**config.mk**
```make
export PLATFORM = sky130hd
export DESIGN_NAME = pulse_train_gen
export DESIGN_NICKNAME = d
export VERILOG_FILES = /design/src/rtl/pulse_train_gen.sv
export SDC_FILE = /design/constraint.sdc
export NUM_CORES = 1
export LEC_CHECK = 0
export ABC_AREA = 1
export CAP_MARGIN = 20
export CORE_ASPECT_RATIO = 0.8
export CORE_MARGIN = 3
export CORE_UTILIZATION = 35
export CTS_CLUSTER_SIZE = 12
export DETAILED_ROUTE_END_ITERATION = 16
export REMOVE_ABC_BUFFERS = 1
export SYNTH_ARGS = -nofsm -noshare
export SYNTH_HDL_FRONTEND = slang
export SYNTH_SLANG_ARGS = --single-unit
```
**constraint.sdc**
```tcl
create_clock -name clk -period 2.1 [get_ports clk]
set_input_delay 0.42 -clock clk [delete_from_list [all_inputs] [get_ports clk]]
set_output_delay 0.42 -clock clk [all_outputs]
set_load 0.01 [all_outputs]
```
**src/rtl/pulse_train_gen.sv**
```systemverilog
// pulse_train_gen: emits a programmed number of single-cycle o_inc pulses
// separated by a programmed gap, then a one-cycle o_done strobe.
// Optional feature macro: ABORT_TRAIN_EN adds the i_abort input, which
// cancels a running train without a done strobe.
// Request protocol: i_start is a level request sampled only while idle; an
// accepted request latches i_num and i_gap. There is no backpressure and
// requests made while busy are dropped, not queued.
// All outputs, including the debug state, are driven straight from flops.
module pulse_train_gen #(
  parameter int CNT_W = 4,
  parameter int GAP_W = 4
) (
  input  logic             clk,
  input  logic             rst,
  input  logic             i_start,
  input  logic [CNT_W-1:0] i_num,
  input  logic [GAP_W-1:0] i_gap,
`ifdef ABORT_TRAIN_EN
  input  logic             i_abort,
`endif
  output logic             o_inc,
  output logic             o_busy,
  output logic             o_done,
  output logic [CNT_W-1:0] o_sent,
  output logic [1:0]       o_dbg_state
);

  typedef enum logic [1:0] {
    S_IDLE  = 2'd0,
    S_PULSE = 2'd1,
    S_GAP   = 2'd2,
    S_DONE  = 2'd3
  } state_t;

  state_t             r_state;
  state_t             w_state_nxt;
  logic [CNT_W-1:0]   r_num;
  logic [GAP_W-1:0]   r_g;
  logic [GAP_W-1:0]   r_gap_cnt;
  logic [CNT_W-1:0]   r_sent;
  logic               r_inc;
  logic               r_busy;
  logic               r_done;
  logic [GAP_W-1:0]   w_g_eff;
  logic [CNT_W-1:0]   w_sent_inc;
  logic               w_last;
  logic               w_abort;

`ifdef ABORT_TRAIN_EN
  assign w_abort = i_abort;
`else
  assign w_abort = 1'b0;
`endif

  // A zero gap is stretched to one so pulses can never touch.
  assign w_g_eff    = (i_gap == '0) ? GAP_W'(1) : i_gap;
  // sent never exceeds the latched count, so this increment cannot wrap.
  assign w_sent_inc = r_sent + CNT_W'(1);
  assign w_last     = (w_sent_inc == r_num);

  // Next-state decode; abort only has an effect while a train is running.
  always_comb begin
    w_state_nxt = r_state;
    case (r_state)
      S_IDLE: begin
        if (i_start) begin
          w_state_nxt = (i_num != '0) ? S_PULSE : S_DONE;
        end
      end
      S_PULSE: begin
        if (w_abort)     w_state_nxt = S_IDLE;
        else if (w_last) w_state_nxt = S_DONE;
        else             w_state_nxt = S_GAP;
      end
      S_GAP: begin
        if (w_abort)                       w_state_nxt = S_IDLE;
        else if (r_gap_cnt == GAP_W'(1))   w_state_nxt = S_PULSE;
      end
      S_DONE: begin
        w_state_nxt = S_IDLE;
      end
      default: begin
        w_state_nxt = S_IDLE;
      end
    endcase
  end

  // State register plus outputs registered from the next state, so each
  // output is valid in the same cycle the FSM occupies the matching state.
  always_ff @(posedge clk) begin
    if (!rst) begin
      r_state <= S_IDLE;
      r_inc   <= 1'b0;
      r_busy  <= 1'b0;
      r_done  <= 1'b0;
    end else begin
      r_state <= w_state_nxt;
      r_inc   <= (w_state_nxt == S_PULSE);
      r_busy  <= (w_state_nxt == S_PULSE) || (w_state_nxt == S_GAP);
      r_done  <= (w_state_nxt == S_DONE);
    end
  end

  // Datapath: latch the request, count pulses, and run the gap counter.
  always_ff @(posedge clk) begin
    if (!rst) begin
      r_num     <= '0;
      r_g       <= '0;
      r_gap_cnt <= '0;
      r_sent    <= '0;
    end else begin
      case (r_state)
        S_IDLE: begin
          if (i_start) begin
            r_num  <= i_num;
            r_g    <= w_g_eff;
            r_sent <= '0;
          end
        end
        S_PULSE: begin
          // A pulse ending on an abort edge still counts as sent.
          r_sent    <= w_sent_inc;
          r_gap_cnt <= r_g;
        end
        S_GAP: begin
          r_gap_cnt <= r_gap_cnt - GAP_W'(1);
        end
        default: begin
        end
      endcase
    end
  end

  assign o_inc       = r_inc;
  assign o_busy      = r_busy;
  assign o_done      = r_done;
  assign o_sent      = r_sent;
  assign o_dbg_state = r_state;

endmodule

```
* Word-level counts from Yosys, hierarchy flattened *
Index checks and enable logic that the tools add are counted.

cells by class
  add/subtract/negate cells = 2
  multiply operators = 0
  div/mod/pow operators = 0
  $lt $le $gt $ge = 0
  equal/unequal tests = 9
  shift operators = 0
  multiplexer cells = 9
  bitwise gates (word level) = 0
  reductions and logical operators = 8

operators by type and width
  kind                 count
  $pmux 4 s2           2
  $eq 2x2->1 const B   4
  $mux 4               2
  $pmux 2 s4           1
  $mux 2               3
  $add 4x1->4 const B  1
  $eq 2x1->1 const B   2
  $eq 4x1->1 const B   1
  $eq 4x4->1           1
  $logic_not 4->1      1
  $reduce_and 2->1     2
  $reduce_bool 2->1    2
  $reduce_bool 4->1    1
  $sub 4x1->4 const B  1
  $logic_not 2->1      1
  $ne 2x2->1 const B   1
  $logic_or 1x1->1     1
  $mux 1               1

storage, ports and cells
  register bits after elaboration = 21
  latch bits = 0
  bits in writable memories = 0
  bits in read-only memories = 0
  input bits = 11
  output and inout bits = 9
  logic and storage cells = 36
  memories kept = 0

* Longest topological paths before layout *
Gate-level depths: netlist of run 1.

  depth in word-level cells = 6
  gate-level depth with buffers = 14
  gate-level depth less buffers = 14

* Least setup slack after synthesis of run 1 *
No wires, ideal clock.

  path kind = reg2reg
  from = register r_sent[0], in the netlist o_sent[0]
  to = register r_busy, in the netlist o_busy
  library setup time = 0.128 ns
  data arrival time = 1.618 ns
  required time = 1.972 ns
  path slack = 0.354 ns
  stages on the path, launching flop included = 11
  clock period less this slack = 1.746 ns
  cell sequence = dfxtp_1 -> ha_1 -> or2_1 -> nand3_2 -> nor2_1 -> nand2_1 -> nand2_1 -> nand2_2 -> nand2_1 -> ha_1 -> nor2_1

between the ends
  word-level cells in the longest chain between the ends = 6

RTL lines
  element                                          RTL line  text
  start: declaration                               40        logic [CNT_W-1:0] r_sent;
  start signal: assignment                         122       r_sent <= w_sent_inc;
  $add 4x1->4 *                                    58        assign w_sent_inc = r_sent + CNT_W'(1);
  $eq 4x4->1 *                                     59        assign w_last = (w_sent_inc == r_num);
  $mux 1 *                                         72        else if (w_last) w_state_nxt = S_DONE;
  $pmux 2 s4 *                                     64        case (r_state)
  named net w_state_nxt[0]                         36        state_t w_state_nxt;
  $eq 2x1->1 / $eq 2x2->1 (equally long branches)  99        r_busy <= (w_state_nxt == S_PULSE) || (w_state_nxt == S_GAP);
  $logic_or 1x1->1 *                               99
  end signal: assignment                           99
  end: declaration                                 42        logic r_busy;

Mark *: on every way through the listed nets, which the timed path passes. The rest lies on a longest branch.
A chain may end at the register's enable or synchronous reset.

* Final worst setup path of run 1 *
  from = register r_sent[1], in the netlist o_sent[1]
  to = register r_busy, in the netlist o_busy

The elaborated chain is that of the path after synthesis.

==> impl_metrics.ini, run 1 <==
[sta]
final-hold-violation-count = 0
fin_crit_sh = 0.8536
setup-violations-final = 0
max_freq_mhz = 557.8
slew_headroom = 0.7447
maxSlewViolCount = 0
grt_setup_unrepaired = false
worstMarginPinSlew_ns = 0.3826
setup-tns-final_ns = 0
period_needed_ns = 1.793
skew_ns = 0.002086

[yosys]
ys_seq_elements = 21
synth_edf_count = 0
syn_inst = 152
ys_seq_area_frac = 0.3867
synth_ff_type = dfxtp_1
netlist_area_um2 = 1087
synth_async_sr_flop_share = 0
yosysUniqueCellTypes = 24
syn_avg_cell_area_um2 = 7.153
yosys_warnings = 0

[routing]
firstDrtPassIters = 4
post_drt_wl_per_cell_um = 10.41
drt_wl_total_um = 2218
drc = 0
vias = 993
antenna_left = 0
drt_iter0_drc = 50
via_per_inst = 4.662

[clock_network]
cts_buffers = 3
cts_tree = built
cts_max_path_buffers = 2
clk_latency_ns = 0.25
cts.repair.resized = 0
clock-root-buffer = clkbuf_8
cts.clk_slew.worst_paths_ns = 0.07
cts-hold-fix-buffers = 0
clock-sinks = 21
htree_levels = 1
post-cts-setup-buffers = 0

[die]
fp-row-count = 17
die_w_um = 68.32
fp.coreArea_um2 = 2850
start_util = 0.3815
die_height_um = 55.85
ioPinCount = 20
dieArea_um2 = 3815

[worst_hold_path]
hp-class = reg -> reg

[setup_path]
critPathArrivalTime_ns = 1.99
path_class = reg -> reg
startpoint_type = register
slowest_stage = dfxtp_1
max_stage_delay_ns = 0.43
required_ns = 2.29
crit_family = simple AND/OR/NAND/NOR gates
crit_chain = ha_1 -> or2_1 -> nand3_2 -> nor2_1 -> nand2_1 -> nand2_1 -> nand2_2 -> nand2_1 -> ha_1 -> nor2_1
crit_path_frequent_cell = nand2_1
crit_path_max_fanout = 6
cp_num_buf_inv = 0
end_kind = register

[finish]
nets = 195
layout-drive-gt1-share = 0.09714
finalNonFillerCells = 213
fillers = 281
num_antenna_cells = 0
design_area_um2 = 1380
syn_to_final_growth_pct = 26.93

[place]
placed_area_um2 = 1335
place_congestion = 0.7528
numPortBuffers = 19
dp_hpwl_um = 1734
dp_cells = 209

[power_and_ir_drop]
powerDensity_nw_per_um2 = 678.4
power.total_mw = 0.9363
power.leakage_nw = 0.5817
ir_drop_uv = 460.7

[run_status]
status = finished, final reports clean

[global_route]
globalRouteTotalUtil = 0.1302
antenna_found_initial = 0
grt_pass1_wl_um = 3829
overflow = 0
grt_pass1_vias = 897
grt_max_degree = 12

[run]
drv_cap = 0
-- registers in the layout, summed over array words and instances, names as in the netlist --
register and flops:
r_g 4, o_dbg_state 2, o_busy 1, r_num 4
o_done 1, r_gap_cnt 4, o_inc 1, o_sent 4
-- power by group --
group | internal (mW) | switching (mW)
clock network | 0.135 | 0.122
logic | 0.101 | 0.126
registers | 0.435 | 0.0179
-- cell usage after synthesis (2+ instances only) --
master	n	area [um^2]
inv_1	24	90.09
o21ai_0	13	65.06
nand2_2	4	25.02
nand3_1	7	35.03
nand2_1	28	105.1
ha_1	8	100.1
nor2_1	11	41.29
o211ai_1	2	15.01
inv_2	4	15.01
a211oi_1	2	15.01
dfxtp_1	21	420.4
clkbuf_1	2	7.510
a21oi_1	14	70.07
nand4_1	2	12.51
-- cells by family (layout without fill, tap and decap cells) --
family / after synthesis / count (layout) / share of synthesized area
and+or+nand+nor: 57 / 57 / 0.2324
AOI/OAI and AO/OA: 34 / 34 / 0.1726
buffers and inverters: 31 / 54 / 0.1082
DFF: 21 / 21 / 0.3866
adders and majority gates: 8 / 8 / 0.09206
xor gates and xnor gates: 1 / 1 / 0.008057
-- placed cells by master, fill, tap and decap left out, types with 7 or more instances in the layout --
| cell type | count |
|---|---|
| nand2_1 | 28 |
| inv_1 | 24 |
| dfxtp_1 | 21 |
| clkdlybuf4s50_1 | 19 |
| a21oi_1 | 14 |
| o21ai_0 | 13 |
| nor2_1 | 11 |
| ha_1 | 8 |
| nand3_1 | 7 |
-- stage by stage --
step	setup slack (ns)	utilization	hold WS, ns
CTS	0.2920	0.4842	0.4629
finish	0.3074	0.4842	0.4595
global placement	0.1445	0.4684	0.4448
detailed placement	0.1296	0.4684	0.4487
global route	0.1679	0.4842	0.4963
floorplan	0.3560	-	0.4286
-- worst reg2reg max path: stages (launching register included) --
cell and delay (ns):
dfxtp_1 0.43, ha_1 0.30, or2_1 0.25, nand3_2 0.07
nor2_1 0.04, nand2_1 0.06, nand2_1 0.06, nand2_2 0.07
nand2_1 0.08, ha_1 0.30, nor2_1 0.09
-- cell type report --
cell class | instances | area (um^2) | share of cell area
inverters | 28 | 105.1 | 0.07616
repair buffers | 22 | 212.7 | 0.1541
clock buffers | 4 | 45.04 | 0.03264
flip-flops and latches | 21 | 420.4 | 0.3046
well taps | 38 | 47.55 | 0.03445
multi-input cells | 100 | 549.3 | 0.3980
-- metal layers --
layer  vias up  GRT usage  wire, um
li1        533          -         -
met1       432     0.1714      1070
met2        24     0.2019      1014
met3         4    0.04242       113
met4         0    0.03399        19
met5         -          0         0
-- final timing paths --
check / startpoint / to / slack, ns / cells after the start
worst min-delay path: r_g[2] / r_g[2] / 0.46 / 2
worst min register to register: r_g[2] / r_g[2] / 0.46 / 2
worst max register to register: o_sent[1] / o_busy / 0.31 / 10
worst max-delay path: o_sent[1] / o_busy / 0.31 / 10
(Power assumes the default switching activity.)
==> inputs of run 2 (changes only) <==
- CORE_UTILIZATION: 35 -> 25
- PLACE_DENSITY: unset -> 0.49
==> run 2 against run 1 <==
  * First-iteration DRC count down 30%
  * Die area is 36% higher
  * Fmax grew 2.9%
==> impl_metrics.ini, run 2 (synthesis results as in run 1) <==
[power_and_ir_drop]
powerDensity_nw_per_um2 = 668.6
ir_drop_uv = 337.9
power.total_mw = 0.9419
power.leakage_nw = 0.5872

[sta]
final-hold-violation-count = 0
slew_headroom = 0.7316
max_freq_mhz = 574.0
skew_ns = 0.004363
fin_crit_sh = 0.8296
period_needed_ns = 1.742
maxSlewViolCount = 0
setup-violations-final = 0
setup-tns-final_ns = 0
grt_setup_unrepaired = false
worstMarginPinSlew_ns = 0.4022

[routing]
vias = 984
via_per_inst = 4.260
drt_iter0_drc = 35
post_drt_wl_per_cell_um = 10.62
firstDrtPassIters = 4
drc = 0
antenna_left = 0
drt_wl_total_um = 2453

[die]
ioPinCount = 20
die_height_um = 64.99
dieArea_um2 = 5181
start_util = 0.2733
fp.coreArea_um2 = 3979
die_w_um = 79.73
fp-row-count = 20

[place]
numPortBuffers = 19
place_congestion = 0.8310
dp_hpwl_um = 1931

[run]
drv_cap = 0

[global_route]
overflow = 0
globalRouteTotalUtil = 0.1022
antenna_found_initial = 0
grt_pass1_wl_um = 4236
grt_pass1_vias = 929
grt_max_degree = 12

[clock_network]
clk_latency_ns = 0.26
cts_max_path_buffers = 2
cts.repair.resized = 0
cts_tree = built
cts.clk_slew.worst_paths_ns = 0.07
clock-root-buffer = clkbuf_8
post-cts-setup-buffers = 0
clock-sinks = 21
htree_levels = 1
cts_buffers = 3
cts-hold-fix-buffers = 0

[finish]
fillers = 425
layout_common_cells = nand2_1 (28), inv_1 (24), dfxtp_1 (21), clkdlybuf4s50_1 (19), a21oi_1 (14)
nets = 196
final_common_cell = nand2_1
multi_input_area_um2 = 549.3
regArea_um2 = 420.4
layout-drive-gt1-share = 0.1023
num_antenna_cells = 0
syn_to_final_growth_pct = 29.57

[setup_path]
crit_chain = inv_1 -> ha_1 -> nand2_2 -> inv_2 -> o21ai_1 -> nand2_1 -> nand2_1 -> inv_2 -> ha_1 -> nor2_1
required_ns = 2.29
crit_path_max_fanout = 9
slowest_stage = dfxtp_1
end_kind = register
max_stage_delay_ns = 0.42
rr_worst_depth = 10
critPathArrivalTime_ns = 1.94
path_class = reg -> reg
startpoint_type = register

[worst_hold_path]
hold_depth = 2
hp-class = reg -> reg

[run_status]
status = finished, final reports clean
-- run 2: cell count changes in the layout (fill, tap and decap cells not counted), sizes merged --
cell and delta:
buf +1
-- run 2: metrics by stage --
stage,cells,hold slack (ns),utilization,instance area [um^2],setup slack (ns)
detailed placement,227,0.4520,0.3428,1364,0.1131
global route,231,0.4804,0.3541,1409,0.1366
finish,231,0.4590,0.3541,1409,0.3577
CTS,231,0.4623,0.3541,1409,0.3543
global placement,227,0.4494,0.3428,1364,0.1252
floorplan,149,0.4286,-,1075,0.3560
-- run 2: worst max-delay path, delay by kind of cell (launching register included) --
family / cells / cell delay, ns
AO/OA/AOI/OAI: 1 / 0.11
adder cells (fa/ha/maj): 2 / 0.51
buffers and inverters: 3 / 0.21
flip-flops: 1 / 0.42
AND/OR/NAND/NOR: 4 / 0.42
-- run 2: path summary, 6_finish.rpt --
| path | startpoint | endpoint | slack (ns) |
|---|---|---|---|
| max | o_dbg_state[0] | o_busy | 0.36 |
| min | r_g[2] | r_g[2] | 0.46 |
| max reg2reg | o_dbg_state[0] | o_busy | 0.36 |
| min reg2reg | r_g[2] | r_g[2] | 0.46 |
-- run 2: area by class of cell --
cell class	count	share of cell area
multi-input cells	100	0.3899
flip-flops and latches	21	0.2984
repair buffers	23	0.1563
inverters	28	0.07460
well taps	55	0.04885
clock buffers	4	0.03197
-- run 2: routing by layer --
| metal | up-vias | wire length, um | GRT usage |
|---|---|---|---|
| met4 | 0 | 19 | 0.01899 |
| met2 | 12 | 1088 | 0.1667 |
| met1 | 434 | 1258 | 0.1346 |
| li1 | 536 | - | - |
| met5 | - | 0 | 0 |
| met3 | 2 | 88 | 0.03056 |
-- run 2: power breakdown --
| part | internal (mW) | switching, mW |
|---|---|---|
| Sequential | 0.435 | 0.0180 |
| Combinational | 0.101 | 0.130 |
| Clock | 0.135 | 0.123 |
==> inputs of run 3 (changes only) <==
- clock period: 2.1 -> 1.7 ns (I/O delays scaled with it)
==> run 3 against run 2 <==
  * Non-clock buffer count is 11 higher
  * Clock power is 27% higher
  * Largest power group unchanged
  * Critical path depth stayed put
  * Fmax is 6.4% higher
  * Flip-flop and latch count stayed put
  * Register-to-register slack worse by 0.30 ns
  * Via count is 5.7% higher
  * Clock skew is 0.0033 ns lower
  * Cell count is 4.8% higher
  * Combinational power is 52% higher
  * Core utilization is 3.7 points higher
  * Highest routed layer unchanged
  * Worst setup slack worse by 0.30 ns
==> impl_metrics.ini, run 3 (synthesis results as in run 1) <==
[finish]
finalNonFillerCells = 242
final_common_cell = nand2_1
nets = 207
regArea_um2 = 427.9
layout_common_cells = nand2_1 (27), inv_1 (23), clkdlybuf4s50_1 (18), dfxtp_1 (17), buf_4 (15)
fillers = 405
syn_to_final_growth_pct = 43.04
multi_input_area_um2 = 603.1
layout-drive-gt1-share = 0.2193
num_antenna_cells = 0

[power_and_ir_drop]
p_clk_frac = 0.265
powerDensity_nw_per_um2 = 796.5
swShare = 0.2940
ir_drop_uv = 368.6
switchingPower_mw = 0.3642
power.leakage_nw = 0.6572
p_int_mw = 0.8745
power_frac_seq = 0.451
pwr-share-comb = 0.284

[routing]
vias = 1040
via_per_inst = 4.298
drc = 0
post_drt_wl_per_cell_um = 11.22
drt_iter0_drc = 43
firstDrtPassIters = 4
drt_wl_total_um = 2716
antenna_left = 0

[sta]
worstMarginPinSlew_ns = 0.4387
grt_setup_unrepaired = true
skew_ns = 0.001016
setup-violations-final = 0
maxSlewViolCount = 0
period_needed_ns = 1.637
max_freq_mhz = 610.7
setup-tns-final_ns = 0
fin_crit_sh = 0.9632
slew_headroom = 0.7072
final-hold-violation-count = 0

[global_route]
antenna_found_initial = 0
grt_pass1_vias = 1012
overflow = 0
grt_pass1_wl_um = 4629
globalRouteTotalUtil = 0.1131
grt_max_degree = 13

[setup_path]
max_stage_delay_ns = 0.36
rr_worst_depth = 10
startpoint_type = register
path_class = reg -> reg
crit_family = simple AND/OR/NAND/NOR gates
cp_num_buf_inv = 0
reg2reg_to = o_busy
critPathArrivalTime_ns = 1.78
reg2reg_from = o_sent[1]
required_ns = 1.84
crit_path_max_fanout = 3
end_kind = register
crit_chain = ha_4 -> or2_1 -> nand3_2 -> nor2_1 -> nand2_1 -> nand2_1 -> nand2_2 -> nand2_2 -> ha_4 -> nor2_1
slowest_stage = dfxtp_4
rrSetupSlack_ns = 0.06

[place]
place_congestion = 0.7645
dp_hpwl_um = 2005
numPortBuffers = 19
dp_cells = 238

[clock_network]
cts.clk_slew.worst_paths_ns = 0.07
clock-sinks = 21
post-cts-setup-buffers = 0
htree_levels = 1
clock-root-buffer = clkbuf_8
clk_latency_ns = 0.26
cts_buffers = 3
cts_max_path_buffers = 2
cts_tree = built

[die]
die_w_um = 79.73
start_util = 0.2733
die_height_um = 64.99
fp.coreArea_um2 = 3979
ioPinCount = 20
dieArea_um2 = 5181
fp-row-count = 20

[worst_hold_path]
hp-class = reg -> reg
hold_depth = 2
min_to = r_gap_cnt[3]
hp-start = r_gap_cnt[3]

[run]
drv_cap = 0

[run_status]
status = finished, final reports clean
[run 3: cell count changes in the layout (fill, tap and decap cells not counted), sizes merged]
cell           previous run  this run
buf                       4        15
clkdlybuf4s50            19        18
dlymetal6s2s              0         1
[run 3: repair_timing]
item	CTS	global route
hold endpoints to repair	0	0
pin swaps	1	1
endpoints found under the setup margin	1	7
resized for setup	2	14
hold buffers	0	0
cloned	0	0
[run 3: worst max-delay path by stage]
stage,startpoint,endpoint,slack [ns],cells after the start
2_1_floorplan,o_sent[0],o_busy,-0.04,10
3_3_place_gp,i_start,o_busy,-0.13,10
3_5_place_dp,i_start,o_busy,-0.15,10
4_1_cts,o_sent[0],o_sent[0],0.01,2
5_1_grt,o_sent[1],o_busy,-0.006,10
6_report,o_sent[1],o_busy,0.06,10
[run 3: cell type report]
type                    instances  area share
repair buffers                 34      0.1963
inverters                      28     0.06758
multi-input cells             100      0.3878
clock buffers                   4     0.02896
flip-flops and latches         21      0.2751
well taps                      55     0.04425
[run 3: worst min-delay path, stage by stage (launching register included)]
cell,delay (ns)
dfxtp_1,0.31
nand2_1,0.06
a21oi_1,0.05
[run 3: per-layer routing]
metal / track usage / wire (um)
met2: 0.1875 / 1276
met3: 0.03194 / 137
met4: 0.02954 / 13
met5: 0 / 0
met1: 0.1442 / 1289
[run 3: metrics by stage]
stage / util / area (um^2) / hold WS, ns / power, mW / setup WS, ns
after floorplan: - / 1075 / 0.4286 / 0.7451 / -0.04402
after global routing: 0.3909 / 1555 / 0.4958 / 1.335 / -0.005970
after detailed placement: 0.3635 / 1446 / 0.4605 / 0.8957 / -0.1518
after global placement: 0.3635 / 1446 / 0.4577 / 0.8888 / -0.1290
after CTS: 0.3783 / 1505 / 0.4726 / 1.237 / 0.01277
final: 0.3909 / 1555 / 0.4707 / 1.239 / 0.06255
[run 3: power by group through the flow]
stage / Sequential, mW / Combinational (mW) / Clock (mW)
after floorplan: 0.576 / 0.169 / 0
after global placement: 0.569 / 0.320 / 0
after detailed placement: 0.570 / 0.326 / 0
after CTS: 0.559 / 0.329 / 0.349
after global routing: 0.563 / 0.402 / 0.370
final: 0.559 / 0.352 / 0.328
